===== src/rtl/siapipe_pkg.sv =====
// siapipe_pkg: shared constants and occupancy-width helper for the siapipe delay line.
package siapipe_pkg;
    localparam int W_DEF = 64;
    localparam int DEPTH_DEF = 4;

    function automatic int occ_w(input int depth);
        return $clog2(depth + 1);
    endfunction
endpackage


===== src/rtl/siapipe_if.sv =====
// siapipe_if: control, data and status bundle for siapipe_delay.
interface siapipe_if
    import siapipe_pkg::*;
#(
    parameter int W = W_DEF,
    parameter int DEPTH = DEPTH_DEF
);
    localparam int CW = occ_w(DEPTH);
    logic          flush;
    logic          en;
    logic          vldIn;
    logic [W-1:0]  dIn;
    logic          vldOut;
    logic [W-1:0]  dOut;
    logic [CW-1:0] occ;
    logic          idle;

    modport master (output flush, en, vldIn, dIn, input vldOut, dOut, occ, idle);
    modport slave (input flush, en, vldIn, dIn, output vldOut, dOut, occ, idle);
endinterface


===== src/rtl/siapipe_stage.sv =====
// siapipe_stage: one valid+data register with stall and flush.
// SIAPIPE_CLR_DATA_EN zeroes the data on reset, flush and bubbles; otherwise data has no reset.
module siapipe_stage #(
    parameter int W = 64
) (
    input  logic         clk,
    input  logic         rst,
    input  logic         flush,
    input  logic         en,
    input  logic         vld_i,
    input  logic [W-1:0] d_i,
    output logic         vld_o,
    output logic [W-1:0] d_o
);
    logic         vld_d, vld_q;
    logic [W-1:0] dat_d, dat_q;

    always_comb begin
        vld_d = flush ? 1'b0 : en ? vld_i : vld_q;
`ifdef SIAPIPE_CLR_DATA_EN
        dat_d = flush ? '0 : en ? (vld_i ? d_i : '0) : dat_q;
`else
        dat_d = en ? d_i : dat_q;
`endif
    end

    always_ff @(posedge clk or posedge rst)
        if (rst) vld_q <= 1'b0;
        else vld_q <= vld_d;

`ifdef SIAPIPE_CLR_DATA_EN
    always_ff @(posedge clk or posedge rst)
        if (rst) dat_q <= '0;
        else dat_q <= dat_d;
`else
    always_ff @(posedge clk)
        dat_q <= dat_d;
`endif

    assign vld_o = vld_q;
    assign d_o = dat_q;
endmodule


===== src/rtl/siapipe_delay.sv =====
// siapipe_delay: DEPTH-stage valid/data delay line with stall, flush-on-new-work and occupancy.
// Optional SIAPIPE_CLR_DATA_EN forces dOut to 0 whenever vldOut is 0.
module siapipe_delay
    import siapipe_pkg::*;
#(
    parameter int W = W_DEF,
    parameter int DEPTH = DEPTH_DEF
) (
    input logic      clk,
    input logic      rst,
    siapipe_if.slave p
);
    localparam int CW = occ_w(DEPTH);

    if (DEPTH < 1) begin : g_bad_depth
        $error("siapipe_delay: DEPTH must be >= 1");
    end

    logic [DEPTH:0] vld;
    logic [W-1:0]   dat [DEPTH+1];
    logic [CW-1:0]  occ_d, occ_q;
    logic           idle_d, idle_q;

    assign vld[0] = p.vldIn;
    assign dat[0] = p.dIn;

    for (genvar i = 0; i < DEPTH; i++) begin : g_stage
        siapipe_stage #(.W(W)) u_stage (
            .clk   (clk),
            .rst   (rst),
            .flush (p.flush),
            .en    (p.en),
            .vld_i (vld[i]),
            .d_i   (dat[i]),
            .vld_o (vld[i+1]),
            .d_o   (dat[i+1])
        );
    end

    // Entry in and entry out can happen on the same edge; both apply together.
    always_comb begin
        occ_d = p.flush ? '0 : p.en ? occ_q + CW'(p.vldIn) - CW'(vld[DEPTH]) : occ_q;
        idle_d = occ_d == '0;
    end

    always_ff @(posedge clk or posedge rst)
        if (rst) begin
            occ_q <= '0;
            idle_q <= 1'b1;
        end else begin
            occ_q <= occ_d;
            idle_q <= idle_d;
        end

    assign p.vldOut = vld[DEPTH];
    assign p.dOut = dat[DEPTH];
    assign p.occ = occ_q;
    assign p.idle = idle_q;

    assert property (@(posedge clk) disable iff (rst) occ_q <= CW'(DEPTH));
    assert property (@(posedge clk) disable iff (rst)
        !(p.en && !p.flush && !p.vldIn && p.vldOut && occ_q == '0));
endmodule


===== src/flat_wrapper.sv =====
// flat-port wrapper written by rule: the top's interface ports become plain ports
module siapipe_delay_flat import siapipe_pkg::*;
#(
    parameter int W = W_DEF,
    parameter int DEPTH = DEPTH_DEF
)
  (clk, rst, p_flush, p_en, p_vldIn, p_dIn, p_vldOut, p_dOut, p_occ, p_idle);
  siapipe_if #(.W(W), .DEPTH(DEPTH)) p_i ();
  input logic clk;
  input logic rst;
  input wire logic [$bits(p_i.flush)-1:0] p_flush;
  input wire logic [$bits(p_i.en)-1:0] p_en;
  input wire logic [$bits(p_i.vldIn)-1:0] p_vldIn;
  input wire logic [$bits(p_i.dIn)-1:0] p_dIn;
  output wire logic [$bits(p_i.vldOut)-1:0] p_vldOut;
  output wire logic [$bits(p_i.dOut)-1:0] p_dOut;
  output wire logic [$bits(p_i.occ)-1:0] p_occ;
  output wire logic [$bits(p_i.idle)-1:0] p_idle;
  assign p_i.flush = p_flush;
  assign p_i.en = p_en;
  assign p_i.vldIn = p_vldIn;
  assign p_i.dIn = p_dIn;
  assign p_vldOut = p_i.vldOut;
  assign p_dOut = p_i.dOut;
  assign p_occ = p_i.occ;
  assign p_idle = p_i.idle;
  siapipe_delay #(.W(W), .DEPTH(DEPTH)) u_core (.clk(clk), .rst(rst), .p(p_i));
endmodule

===== config.mk =====
export PLATFORM = sky130hd
export DESIGN_NAME = siapipe_delay_flat
export DESIGN_NICKNAME = d
export VERILOG_FILES = /design/src/rtl/siapipe_pkg.sv /design/src/rtl/siapipe_if.sv /design/src/rtl/siapipe_stage.sv /design/src/rtl/siapipe_delay.sv /design/src/flat_wrapper.sv
export SDC_FILE = /design/constraint.sdc
export NUM_CORES = 1
export LEC_CHECK = 0
export BUFFER_PORTS_ARGS = -buffer_cell sky130_fd_sc_hd__buf_2
export CAP_MARGIN = 20
export CELL_PAD_IN_SITES_DETAIL_PLACEMENT = 0
export CELL_PAD_IN_SITES_GLOBAL_PLACEMENT = 1
export CORE_MARGIN = 2
export CORE_UTILIZATION = 52
export CTS_CLUSTER_SIZE = 8
export DETAILED_ROUTE_END_ITERATION = 6
export PLACE_DENSITY_LB_ADDON = 0.1
export REMOVE_ABC_BUFFERS = 1
export SKIP_LAST_GASP = 1
export SYNTH_ARGS = -nofsm -noshare
export SYNTH_HDL_FRONTEND = slang
export SYNTH_SLANG_ARGS = --single-unit
export TNS_END_PERCENT = 1

===== constraint.sdc =====
create_clock -name clk -period 3.1 [get_ports clk]
set_input_delay 0.31 -clock clk [delete_from_list [all_inputs] [get_ports clk]]
set_output_delay 0.31 -clock clk [all_outputs]
set_load 0.03 [all_outputs]

Yosys cells after proc, flatten, opt, wreduce, memory -nomap -nowiden:

Cells that the tools add are included.

* register bits: 264
* input port bits: 69

* $add $sub $neg: 2
* muxes and demuxes: 10
* reductions and logical operators: 2

Operator list (number)
* 2-to-1 mux 1 bit: 8
* 2-to-1 mux 3 bit: 2
* adder 3 x 1 -> 3 bit: 1
* logical NOT 3 bit: 1
* subtractor 3 x 1 -> 3 bit: 1
* nonzero test 2 bit: 1

Longest topological paths before layout:

* depth after elaboration: 5
* gate-level depth with buffers: 8

By module:

From an unflattened synthesis, not the netlist that was laid out.

* cell total of the unflattened synthesis: 295
* area total of the unflattened synthesis: 8122.8 sq um

Modules (own cells, without submodules)
* siapipe_stage: instances 4, cells an instance 68, area an instance 1964.4 sq um, sequential area each 1946.9 sq um
* siapipe_delay: instances 1, cells an instance 23, area an instance 265.3 sq um, sequential area each 101.3 sq um

Least setup slack after synthesis:

Ideal clock, no wire load.

* kind: register -> register
* from: register u_core.occ_q[0], in the netlist u_core.p.occ[0]
* to: register u_core.idle_q, in the netlist u_core.p.idle
* setup time: 0.105 ns
* arrival: 2.027 ns
* data required time: 2.995 ns
* path slack: 0.968 ns
* stages on the path, launching flop included: 9
* period minus slack after synthesis: 2.132 ns
* cell sequence: dfrtp_1 -> inv_1 -> ha_1 -> inv_1 -> ha_1 -> fa_1 -> xnor2_1 -> a21oi_1 -> a2111oi_2

* word-level cells in the longest chain between the ends: 5

RTL lines
* start: declaration: RTL line siapipe_delay.sv:21 `logic [CW-1:0] occ_d, occ_q;`
* start signal: assignment: RTL line siapipe_delay.sv:48 `occ_q <= '0;`
* start signal: assignment: RTL line siapipe_delay.sv:51 `occ_q <= occ_d;`
* adder 3 x 1 -> 3 bit: RTL line siapipe_delay.sv:42 `occ_d = p.flush ? '0 : p.en ? occ_q + CW'(p.vldIn) - CW'(vld[DEPTH]) : occ_q;`
* subtractor 3 x 1 -> 3 bit: RTL line siapipe_delay.sv:42
* 2-to-1 mux 3 bit (*) (2 in a row): RTL line siapipe_delay.sv:42
* logical NOT 3 bit (*): RTL line siapipe_delay.sv:43 `idle_d = occ_d == '0;`
* net u_core.idle_d: RTL line siapipe_delay.sv:22 `logic idle_d, idle_q;`
* end signal: assignment: RTL line siapipe_delay.sv:52 `idle_q <= idle_d;`
* end: declaration: RTL line siapipe_delay.sv:22

Mark *: on every way through the listed nets, which the timed path passes. The rest lies on a longest branch.
A chain may end at the register's enable or synchronous reset.

Worst setup path in the final report:

Same ends and word-level chain as after synthesis.

==> parameters.txt <==
Parameter                              Value

Synthesis
  Area of the mapped netlist    8590 sq um
  Cell count after synthesis    357
  Number of warnings reported in the yosys synthesis log    0
  Unique masters post-synth    17
  Flop and latch count out of synthesis    264
  Mean cell area of the mapped netlist    24.1 sq um
  Sequential area share after synthesis    91.9%

Clock network
  CTS tree    built
  Inserted Clock Buffers    38
  Deepest level of the CTS H-tree    2
  Root buf cell    sky130_fd_sc_hd__clkbuf_16
  CTS sink count    around 260
  Insertion delay of the later-clocked pin in the worst-skew pair    roughly 490 ps
  Resize count post-CTS    0
  Maximum clock path buffer count    3
  Clock transition time at the flip-flop clock pins of the worst setup and hold paths    50 ps

GRT
  Initial antenna violation count    0
  Via count of the first global-routing pass    3525
  Aggregate global-route resource usage    12.5%
  GRT overflow    0
  Pin count of the biggest net entering global routing    between 70 and 80
  Wire length of the first global-routing pass    17100 um

Setup path
  Buffers plus inverters on the worst setup path    2
  Reg2Reg Capture Point    u_core.p.idle
  Cell with the largest stage delay on the worst path    sky130_fd_sc_hd__fa_1
  Levels on crit path    8
  Critical path data required time    3480 ps
  Worst flop-to-flop path startpoint    u_core.p.occ[0]
  Arr. time, crit path    2420 ps
  Largest delay share family, worst path    adder cells
  Slowest stage delay, CP    370 ps
  Top fanout value on the critical path    3
  Setup crit end kind    register
  Reg-to-reg setup timing slack    ~1100 ps
  Worst-case reg-to-reg path depth    8
  Worst setup path class    reg -> reg
  Critical Path, Cell by Cell    inv_1 > ha_1 > inv_1 > ha_1 > fa_1 > xnor2_1 > a21oi_1 > a2111oi_2
  Startpoint Class    register

Status
  Status    finished clean

STA
  Worst hold slack    26.7 ps
  Unrepaired setup endpoints after global routing    false
  Setup TNS after final layout    0 ps
  Slew HR    61.9%
  Number of max-slew violations in the final report    0
  Final Hold Viols    0
  Peak Freq    490 MHz
  Largest clock skew in the final design    roughly 14 ps
  Final setup viols    0
  Worst setup slack after layout    1060 ps
  Slew @ Worst Pin    roughly 570 ps
  Crit share post-route    65.8%
  Final critical-path required period    2040 ps

Placed design
  Setup slack after placement    between 1000 and 1500 ps
  Routability congestion estimate from global placement    0.716
  Number of placed instances, taps included    647
  Estimated wirelength of the detail-placed design    5850 um
  Port buffer count    137

Floorplan
  Effective utilization at floorplan    53.7%
  Count of pins on the block boundary    approximately 140
  Number of core rows    46
  Die area    17600 sq um
  Core area    approximately 16000 sq um
  Die W    133 um
  Die Y    about 130 um

Drt
  Detailed-route wire length    10800 um
  Routed via count    about 3400
  DR WL/cell    around 14 um
  Number of violations reported at the end of detailed-routing iteration 0    211
  DR pass1 iterations    4
  Routed via count divided by cell count    4.52
  # DRC    0
  Post-detailed-route count of antenna-violating nets    0

Flow run
  Max-cap violation count    0

Power
  Internal power summed over all cells    0.00670 W
  Lkg Pwr    4.06 nW
  Switching part of the total power    a little under a fifth
  Largest voltage drop on the vdd net    0.491 mV
  Flop pwr share    51.6%
  Clock group share of total power    44.1%
  Combinational cell fraction of total power    4.3%
  Power spent charging and discharging nets    0.00156 W
  Power per Cell Area    766 nW/um^2

Layout
  Net total in the final layout    602
  Top library cells by usage in the layout, fill and taps aside    sky130_fd_sc_hd__edfxtp_1, sky130_fd_sc_hd__buf_2, sky130_fd_sc_hd__dlygate4sd3_1
  Layout fillers    roughly 1100
  Synth-to-layout area growth    25.5%
  Layout cell share with drive strength beyond 1    33.9%
  Final std cells w/o fill    762
  Most common library cell in the layout ignoring fill and taps    sky130_fd_sc_hd__edfxtp_1
  Number of antenna cells inserted    0

Worst hold path
  Launch instance of the worst min-delay path    p_dIn[19]
  Worst hold path depth    1
  Classification of the worst-slack hold path    in -> reg
  Hold worst-path end    u_core.g_stage[0].u_stage.d_o[19]
synthesized netlist by cell type:
cell type | n | area, sq um
sky130_fd_sc_hd__edfxtp_1 | 256 | 7690
sky130_fd_sc_hd__buf_4 | 64 | 480
sky130_fd_sc_hd__dfrtp_1 | 7 | 175
sky130_fd_sc_hd__nor2_1 | 7 | 26.3
sky130_fd_sc_hd__mux2i_1 | 6 | 60.1
sky130_fd_sc_hd__inv_1 | 5 | 18.8
sky130_fd_sc_hd__ha_1 | 2 | 25.0
sky130_fd_sc_hd__a2111oi_2 | 1 | 15.0
sky130_fd_sc_hd__a21o_2 | 1 | 8.76
sky130_fd_sc_hd__a21oi_1 | 1 | 5.00
sky130_fd_sc_hd__and2_4 | 1 | 8.76
sky130_fd_sc_hd__buf_6 | 1 | 11.3
sky130_fd_sc_hd__clkbuf_2 | 1 | 5.00
sky130_fd_sc_hd__dfstp_2 | 1 | 26.3
sky130_fd_sc_hd__fa_1 | 1 | 20.0
sky130_fd_sc_hd__nand2b_1 | 1 | 6.26
sky130_fd_sc_hd__xnor2_1 | 1 | 8.76
registers in the layout, summed over array words and instances (netlist names):
name,flops
u_core.g_stage.u_stage.d_o,256
u_core.p.occ,3
u_core.g_stage.u_stage.vld_o,4
u_core.p.idle,1
metrics by stage:
stage / total power (W) / utilization, % / area (sq um)
after floorplan: 0.00444 / - / 8090
after global placement: 0.00461 / 56.9 / 9100
after detailed placement: 0.00462 / 56.9 / 9100
after CTS: 0.00837 / 67.4 / 10800
after global routing: 0.00858 / 67.4 / 10800
final: 0.00825 / 67.4 / 10800
cell families after synthesis:
group / Yosys count / synth area share, %
flops: 264 / 91.9
buf+inv: 71 / 6.00
simple gates: 9 / 0.481
mux: 6 / 0.699
compound gates: 3 / 0.335
fa+ha+maj: 3 / 0.524
xor+xnor: 1 / 0.102
timing repair:
action | 4_1_cts | 5_1_grt
hold endpoints to repair | 65 | 0
hold buffers | 59 | 0
buffers inserted | 0 | 0
worst max path at each step:
stage / start / to / slack [ps]
3_3_place_gp: u_core.p.occ[0] / u_core.p.idle / 1100
4_1_cts: u_core.p.occ[0] / u_core.p.idle / 1050
6_report: u_core.p.occ[0] / u_core.p.idle / 1060
2_1_floorplan: u_core.p.occ[0] / u_core.p.idle / 970
5_1_grt: u_core.p.occ[0] / u_core.p.idle / 870
3_5_place_dp: u_core.p.occ[0] / u_core.p.idle / 1060
metal layers:
metal  part of all wire (%)  GRT usage (%)  vias to the layer above
met2                     49           19.9                      113
met1                     42           15.4                     1665
met4                    2.6           5.73                        0
met5                      0              0                        -
li1                       -              -                     1638
met3                    6.7           4.48                       26
cell type report:
class,instances,area (sq um),area share (%)
Clock buffer,56,1080,10.0
Inverter,5,18.8,0.174
Multi-Input combinational cell,22,184,1.71
Sequential cell,264,7890,73.2
Tap cell,216,270,2.51
Timing Repair Buffer,199,1330,12.4
power by group through the flow:
stage               clock [W]  sequential (W)  combinational [W]
CTS                   0.00376         0.00426           0.000360
detailed placement          0         0.00432           0.000300
finish                0.00364         0.00426           0.000354
global placement            0         0.00431           0.000297
floorplan                   0         0.00442          0.0000191
global route          0.00392         0.00427           0.000381
Note: power is estimated with default switching activity, not from simulation.
